[src/rtl/sh_mem_rr_arb.sv]
// Shared data memory behind a round-robin arbiter: one access in flight,
// the served port gets a single-cycle ready pulse when its access completes.
module sh_mem_rr_arb #(
  parameter int unsigned NUM_PORTS  = 4,
  parameter int unsigned DATA_W     = 8,
  parameter int unsigned ADDR_W     = 8,
  parameter int unsigned DEPTH      = 256,
  parameter int unsigned RD_LATENCY = 1
) (
  input  logic                                               clk,
  input  logic                                               reset,
  input  logic [2*NUM_PORTS-1:0]                             enable,
  input  logic [ADDR_W*NUM_PORTS-1:0]                        addr,
  input  logic [DATA_W*NUM_PORTS-1:0]                        wr_data,
  output logic [DATA_W*NUM_PORTS-1:0]                        rd_data,
  output logic [NUM_PORTS-1:0]                               ready,
  output logic                                               busy,
  output logic [((NUM_PORTS > 1) ? $clog2(NUM_PORTS) : 1)-1:0] grant_id
);

  localparam int unsigned GID_W  = (NUM_PORTS > 1) ? $clog2(NUM_PORTS) : 1;
  localparam int unsigned CNT_W  = (RD_LATENCY > 1) ? $clog2(RD_LATENCY) : 1;
  localparam int unsigned MEM_AW = (DEPTH > 1) ? $clog2(DEPTH) : 1;

  typedef enum logic [1:0] {ST_IDLE, ST_BUSY, ST_RESP} state_e;

  state_e              state_q, state_nxt;
  logic [GID_W-1:0]    ptr_q;
  logic [CNT_W-1:0]    cnt_q;
  logic                we_q;
  logic [ADDR_W-1:0]   addr_q;
  logic [DATA_W-1:0]   wdata_q;
  logic [DATA_W-1:0]   mem [DEPTH];

  logic [NUM_PORTS-1:0] req_c;
  logic                 found_c;
  logic [GID_W-1:0]     win_c;
  int unsigned          arb_idx;
  logic [1:0]           win_op_c;
  logic                 done_c;
  logic                 in_range_c;
  logic                 mem_we_c;
  logic [DATA_W-1:0]    mem_rd_c;
  logic                 busy_nxt;
  logic [NUM_PORTS-1:0] ready_nxt;

  // Only 01 (read) and 10 (write) count as requests; 11 is reserved.
  always_comb begin
    req_c = '0;
    for (int unsigned i = 0; i < NUM_PORTS; i++) begin
      req_c[i] = (enable[2*i +: 2] == 2'b01) || (enable[2*i +: 2] == 2'b10);
    end
  end

  // First requester at or above ptr, wrapping modulo NUM_PORTS.
  always_comb begin
    found_c = 1'b0;
    win_c   = '0;
    arb_idx = 0;
    for (int unsigned k = 0; k < NUM_PORTS; k++) begin
      arb_idx = 32'(ptr_q) + k;
      if (arb_idx >= NUM_PORTS) arb_idx = arb_idx - NUM_PORTS;
      if (!found_c && req_c[GID_W'(arb_idx)]) begin
        found_c = 1'b1;
        win_c   = GID_W'(arb_idx);
      end
    end
  end

  assign win_op_c   = enable[32'(win_c)*2 +: 2];
  assign done_c     = (state_q == ST_BUSY) && (cnt_q == '0);
  assign in_range_c = 32'(addr_q) < DEPTH;
  assign mem_rd_c   = in_range_c ? mem[MEM_AW'(addr_q)] : '0;

  always_ff @(posedge clk) begin
    if (reset) state_q <= ST_IDLE;
    else       state_q <= state_nxt;
  end

  always_comb begin
    state_nxt = state_q;
    case (state_q)
      ST_IDLE: if (found_c) state_nxt = ST_BUSY;
      ST_BUSY: if (cnt_q == '0) state_nxt = ST_RESP;
      ST_RESP: state_nxt = ST_IDLE;
      default: state_nxt = ST_IDLE;
    endcase
  end

  always_comb begin
    busy_nxt  = (state_nxt != ST_IDLE);
    ready_nxt = '0;
    mem_we_c  = 1'b0;
    if (done_c) begin
      ready_nxt[grant_id] = 1'b1;
      mem_we_c            = we_q && in_range_c && !reset;
    end
  end

  // Request latch, latency counter, read capture and pointer rotation.
  always_ff @(posedge clk) begin
    if (reset) begin
      ptr_q    <= '0;
      cnt_q    <= '0;
      we_q     <= 1'b0;
      addr_q   <= '0;
      wdata_q  <= '0;
      grant_id <= '0;
      rd_data  <= '0;
      ready    <= '0;
      busy     <= 1'b0;
    end else begin
      ready <= ready_nxt;
      busy  <= busy_nxt;
      case (state_q)
        ST_IDLE: begin
          if (found_c) begin
            grant_id <= win_c;
            we_q     <= (win_op_c == 2'b10);
            addr_q   <= addr[32'(win_c)*ADDR_W +: ADDR_W];
            wdata_q  <= wr_data[32'(win_c)*DATA_W +: DATA_W];
            cnt_q    <= CNT_W'(RD_LATENCY - 1);
          end
        end
        ST_BUSY: begin
          if (cnt_q != '0) begin
            cnt_q <= cnt_q - 1'b1;
          end else if (!we_q) begin
            rd_data[32'(grant_id)*DATA_W +: DATA_W] <= mem_rd_c;
          end
        end
        ST_RESP: begin
          ptr_q <= (32'(grant_id) == NUM_PORTS - 1) ? '0 : GID_W'(32'(grant_id) + 1);
        end
        default: ;
      endcase
    end
  end

  // Storage has no reset; an access cut short by reset never commits.
  always_ff @(posedge clk) begin
    if (mem_we_c) mem[MEM_AW'(addr_q)] <= wdata_q;
  end

endmodule

[config.mk]
export PLATFORM = sky130hd
export DESIGN_NAME = sh_mem_rr_arb
export DESIGN_NICKNAME = d
export VERILOG_FILES = /design/src/rtl/sh_mem_rr_arb.sv
export SDC_FILE = /design/constraint.sdc
export NUM_CORES = 2
export LEC_CHECK = 0
export CORE_UTILIZATION = 50
export DETAILED_ROUTE_END_ITERATION = 16
export PLACE_DENSITY = 0.67
export REMOVE_ABC_BUFFERS = 1
export SKIP_LAST_GASP = 1
export SYNTH_ARGS = -nofsm -noshare
export SYNTH_HDL_FRONTEND = slang
export SYNTH_SLANG_ARGS = --single-unit
[constraint.sdc]
create_clock -name clk -period 8.88 [get_ports clk]
set_clock_uncertainty 0.15 [all_clocks]
set_input_delay 1.332 -clock clk [delete_from_list [all_inputs] [get_ports clk]]
set_output_delay 1.332 -clock clk [all_outputs]
set_load 0.02 [all_outputs]
# [Yosys cells after proc, flatten, opt, wreduce, memory -nomap -nowiden]
# Memories as Yosys holds them, arrays and structs flattened. A register that Yosys moved wholly into a read port is not among the register bits.
# Cells that the tools add are included.
[word_totals] regBits=61 ramBits=2048 input_bits=74 out_inout_bits=39 wordCells=108 mem_count=1
[memory_table] name="mem" words=256 word_bits=8 read_ports=1 rd_ports_with_merged_regs=1 write_ports=1 line_no="33" source="logic [DATA_W-1:0] mem [DEPTH];"
[classes] add_sub_neg=10 order_cmp=10 n_eq_ne=13 n_shift=5 n_mux=35 n_bitwise=3 n_reduce_logical=21
[ops] cell="32-bit by 6-bit indexed part select with 8-bit output" count=2
[ops] cell="5-bit negation with 34-bit output" count=1
[ops] cell="8-bit by 34-bit variable shift with 32-bit output, first input constant" count=1
[ops] cell="8-bit by 34-bit indexed part select with 32-bit output" count=1
[ops] cell="32-bit bitwise mux" count=1
[ops] cell="2-bit 2-to-1 mux" count=11
[ops] cell="8-bit 2-to-1 mux" count=2
[ops] cell="2-bit by 3-bit less-than comparator with 1-bit output, second input constant" count=5
[ops] cell="2-bit == test, second input constant" count=7
[ops] cell="1-bit 2-to-1 mux" count=14
[ops] cell="2-bit by 1-bit == test with 1-bit output, second input constant" count=5
[ops] cell="3-bit greater-or-equal comparator, second input constant" count=3
[ops] cell="1-bit binary-select mux with 2-bit select" count=4
[ops] cell="8-bit by 4-bit indexed part select with 2-bit output" count=1
[ops] cell="2-bit by 1-bit subtractor with 2-bit output, second input constant" count=4
[ops] cell="2-bit by 2-bit adder with 3-bit output, second input constant" count=2
[ops] cell="1-bit logical AND" count=6
[ops] cell="1-bit logical NOT" count=4
[ops] cell="1-bit logical OR" count=4
[ops] cell="2-bit case mux with 2 select lines" count=1
[ops] cell="2-bit AND reduction" count=2
[ops] cell="2-bit nonzero test" count=2
[ops] cell="2-bit by 1-bit adder with 3-bit output, second input constant" count=1
[ops] cell="2-bit by 3-bit greater-or-equal comparator with 1-bit output, second input constant" count=1
[ops] cell="other kinds (10)" count=12

# [Depth between registers and ports, before layout]
[logic_depth] ltp_word=17 depth_mapped=14 depth_no_buf=7

# [Worst setup path after synthesis]
# No wires, ideal clock.
[synth_timing] path_kind="flip-flop to flip-flop" from="register wdata_q[0]" to="memory mem[0][0] (data pin)" setup_ns=0.856 t_arrival_ns=3.398 required_ns=7.874 path_slack_ns=4.476 stages_incl_launch_ff=1 path_buffers=0 synth_period_minus_slack_ns=4.404 cell_sequence="dfxtp_1"
[synth_rtl] item="start, declared" line_no="32" source="logic [DATA_W-1:0] wdata_q;"
[synth_rtl] item="start signal, assigned" line_no="121" source="wdata_q <= wr_data[32'(win_c)*DATA_W +: DATA_W];"
[synth_rtl] item="end, declared" line_no="33"
# No word-level cell before the write port.

==> results.yml <==
critical_path:
  worstSetupEndpoint: "rd_data[16]"
  cp.required_ns: 9.45
  reg2regPathDepth: 8
  worstSetupStartpointType: "register"
  crit_path_end_kind: "register"
  worstReg2RegEnd: "rd_data[16]"
  r2r_slack_ns: 3.98
  criticalPathCategory: "register to register"
  worstPathArrival_ns: 5.47
  worst-path-max-fanout: 72
synth:
  synth.ff_latch_count: 2116
  synth.cells.most_frequent: "sky130_fd_sc_hd__edfxtp_1 (2048), sky130_fd_sc_hd__mux4_2 (449), sky130_fd_sc_hd__nor2_1 (305)"
  synth.largest_area_cell: "sky130_fd_sc_hd__edfxtp_1"
  yosys-top-cells-area: "sky130_fd_sc_hd__edfxtp_1 (74%), sky130_fd_sc_hd__mux4_2 (12%), sky130_fd_sc_hd__mux2i_1 (2.5%)"
  post_synth_num_cell_types: 85
  netlist.area_leader.share_pct: 74.2
  synthMostInstantiatedCell: "sky130_fd_sc_hd__edfxtp_1"
  synth_ff_type: "sky130_fd_sc_hd__edfxtp_1"
  seq_area_frac_synth_pct: 75.9
  yosys_warnings: 0
  synth.avg_cell_area_sq_um: 20.3
  synth_enable_flop_cells: 2048
  syn_inst: 4075
  asyncSetResetFlopFracSynth_pct: 0
  mappedNetlistArea_sq_um: 82800
floorplan:
  ios: 113
  die_height_um: 409
  floorplan.initialDensity_pct: 50.3
  design.die.area_sq_um: 167000
  site_row_count: 149
  die_x_um: 409
  floorplan.core_area_sq_um: 165000
timing:
  min_period_over_period_pct: 55.2
  finalWorstPathRequiredPeriod_ns: 4.90
  setup_viol_count_final: 0
  slew_headroom_pct: 7.90
  grt_setup_unrepaired: "false"
  tightestPinTransition_ns: 1.38
  final_max_slew_viol_count: 0
  hold_viol: 0
  max_freq_mhz: 204
clock_network:
  cts_setup_buffers: 0
  cts-buffers-inserted: 200
  cts.clk_slew.worst_paths_ns: 0.06
  cts.root.buffer_cell: "sky130_fd_sc_hd__clkbuf_16"
  cts_tree: "yes"
  hold_buffers: 0
  clock_sink_count: 2116
  worstSkewPairLatency_ns: 0.84
  clock_tree.htree_level_count: 4
  cts_buffer_depth: 3
  cts-resized-gates: 0
min_path:
  holdCritStartpoint: "rd_data[22]"
  hold_class: "register to register"
routing:
  detailroute.via_count: 42981
  drt-initial-drc-count: 6195
  first_pass_iters: 6
  final_antenna_net_count: 0
  detail_route.wirelength_mm: 227
  viasPerCell: 6.50
  drcViolationCount: 0
  wire_per_inst_um: 34.3
grt:
  groute.layer.met3.usage_pct: 7.61
  grtUsageMet1_pct: 38.0
  met2_track_usage_gr_pct: 40.5
  grt_max_degree: 159
  globalRoute.totalOverflow: 0
  grt_usage_pct: 27.1
  grt_antenna_before_repair: 8
  grt_first_pass_wirelength_mm: 319
  busiest_layer: "met2"
  vias_in_the_first_global_route: 42184
placement:
  gp_congestion: 0.928
  place_hpwl_mm: 139
  detailed_place.area_sq_um: 86100
  post-place-cells: 6239
  io_buffers: 112
power_and_ir_drop:
  comb_power_share_pct: 13.6
  seq_pwr_share_pct: 50.4
  internal-power_w: 0.0169
  peakVddDrop_mv: 0.219
  total_leakage_power_nw: 28.4
  clockPowerShare_pct: 36.0
  p_sw_w: 0.00601
  power.share.switching_pct: 26.2
  power_w: 0.0229
  pwr_density_cell_nw_per_um2: 248
run:
  max-cap-violations: 0
final_layout:
  postLayoutCoreUtil_pct: 56.1
  sequential_cell_area_sq_um: 62900
  layout-drive-gt1-share_pct: 20.7
  final.fill_count: 12057
  design_area_sq_um: 92300
  design.final.nets: 4334
  synth_to_layout_area_growth_pct: 11.5
  multi_input_area_sq_um: 18400
  final_cell_count_no_fill: 6611
outcome:
  outcome: "complete, no violations"
==> area by class of cell <==
| class | count | share of cell area [%] |
|---|---|---|
| timing repair buffer | 208 | 2.10 |
| tap | 2189 | 2.97 |
| sequential | 2116 | 68.1 |
| multi-input combinational | 1716 | 20.0 |
| clock buffer | 243 | 5.67 |
| antenna | 2 | 0.00542 |
| clock inverter | 127 | 1.14 |
| inverter | 10 | 0.0406 |
==> kinds of logic after synthesis <==
family | share of synthesized area (%)
compound gates | 3.61
mux | 15.2
simple gates | 3.17
xor+xnor | 0.0529
buf+inv | 1.97
flops | 75.9
fa+ha+maj | 0.121
==> registers in the layout, indices dropped and copies added (netlist names), named ones only <==
name      flops
rd_data      32
addr_q        8
busy          1
ready         4
we_q          1
grant_id      2
mem        2048
wdata_q       8
state_q       2
ptr_q         2
==> per-stage QoR <==
step                hold slack, ns  TNS, ns  setup WS (ns)
floorplan                    0.366  -566.18         -19.15
global placement             0.290        0           3.28
detailed placement           0.292        0           3.35
CTS                          0.302        0           4.14
global route                 0.317        0           3.82
finish                       0.297        0           3.98
==> cells in the final DEF (no fill, tap or decap), types with 7 or more instances in the layout <==
cell type / synthesis / layout
sky130_fd_sc_hd__ha_1: 8 / 8
sky130_fd_sc_hd__dfxtp_4: 0 / 12
sky130_fd_sc_hd__nor2_1: 305 / 304
sky130_fd_sc_hd__mux2_2: 34 / 34
sky130_fd_sc_hd__bufinv_16: 0 / 12
sky130_fd_sc_hd__nand4_1: 7 / 7
sky130_fd_sc_hd__nand2b_1: 17 / 17
sky130_fd_sc_hd__nand2_1: 115 / 115
sky130_fd_sc_hd__clkinv_1: 2 / 52
sky130_fd_sc_hd__a31oi_1: 9 / 9
sky130_fd_sc_hd__nand3b_1: 13 / 13
sky130_fd_sc_hd__a21oi_1: 74 / 74
sky130_fd_sc_hd__nand3_1: 32 / 26
sky130_fd_sc_hd__inv_6: 0 / 7
sky130_fd_sc_hd__buf_12: 11 / 8
sky130_fd_sc_hd__clkdlybuf4s50_1: 0 / 112
sky130_fd_sc_hd__o22ai_1: 44 / 44
sky130_fd_sc_hd__clkbuf_1: 77 / 37
sky130_fd_sc_hd__clkinv_2: 0 / 38
sky130_fd_sc_hd__a22o_1: 21 / 21
sky130_fd_sc_hd__o221ai_1: 15 / 15
sky130_fd_sc_hd__mux4_2: 449 / 449
sky130_fd_sc_hd__a221oi_1: 22 / 22
sky130_fd_sc_hd__a2bb2oi_1: 10 / 10
sky130_fd_sc_hd__nor2b_1: 30 / 26
sky130_fd_sc_hd__nor3_1: 20 / 20
sky130_fd_sc_hd__o21ai_0: 41 / 41
sky130_fd_sc_hd__a211oi_1: 11 / 11
sky130_fd_sc_hd__buf_4: 45 / 88
sky130_fd_sc_hd__edfxtp_1: 2048 / 2048
sky130_fd_sc_hd__a22oi_1: 82 / 82
sky130_fd_sc_hd__and2_1: 16 / 16
sky130_fd_sc_hd__dfxtp_1: 68 / 54
sky130_fd_sc_hd__clkbuf_16: 0 / 201
sky130_fd_sc_hd__o21ai_1: 22 / 22
sky130_fd_sc_hd__mux2i_1: 208 / 208
sky130_fd_sc_hd__o211ai_1: 8 / 8
==> worst max-delay path, cell delays in order, from the launching register on <==
cell                       delay, ns
sky130_fd_sc_hd__dfxtp_4        0.60
sky130_fd_sc_hd__buf_12         0.51
sky130_fd_sc_hd__buf_4          0.66
sky130_fd_sc_hd__mux4_2         0.60
sky130_fd_sc_hd__a22oi_1        0.32
sky130_fd_sc_hd__nand3b_1       0.15
sky130_fd_sc_hd__a211oi_1       0.98
sky130_fd_sc_hd__a221oi_2       0.34
sky130_fd_sc_hd__a22o_1         0.32
==> metal layers <==
metal / vias up / wire [um]
met5: - / 39
met4: 6 / 9550
met3: 508 / 28200
met2: 2943 / 103000
met1: 22322 / 86100
li1: 17202 / -
==> how the worst min path moves through the flow <==
stage / end / slack [ns] / cells past startpoint
floorplan: busy / 0.37 / 2
global placement: rd_data[27] / 0.29 / 2
detailed placement: rd_data[3] / 0.29 / 2
CTS: rd_data[30] / 0.30 / 2
global route: rd_data[18] / 0.32 / 2
finish: rd_data[22] / 0.30 / 2
==> power groups by stage <==
stage | clock (W) | combinational (W) | sequential, W
CTS | 0.00832 | 0.00308 | 0.0115
floorplan | 0 | 0.00217 | 0.0122
global placement | 0 | 0.00305 | 0.0118
finish | 0.00824 | 0.00312 | 0.0115
detailed placement | 0 | 0.00307 | 0.0118
global route | 0.00868 | 0.00321 | 0.0115
Note: power is estimated with default switching activity, not from simulation.
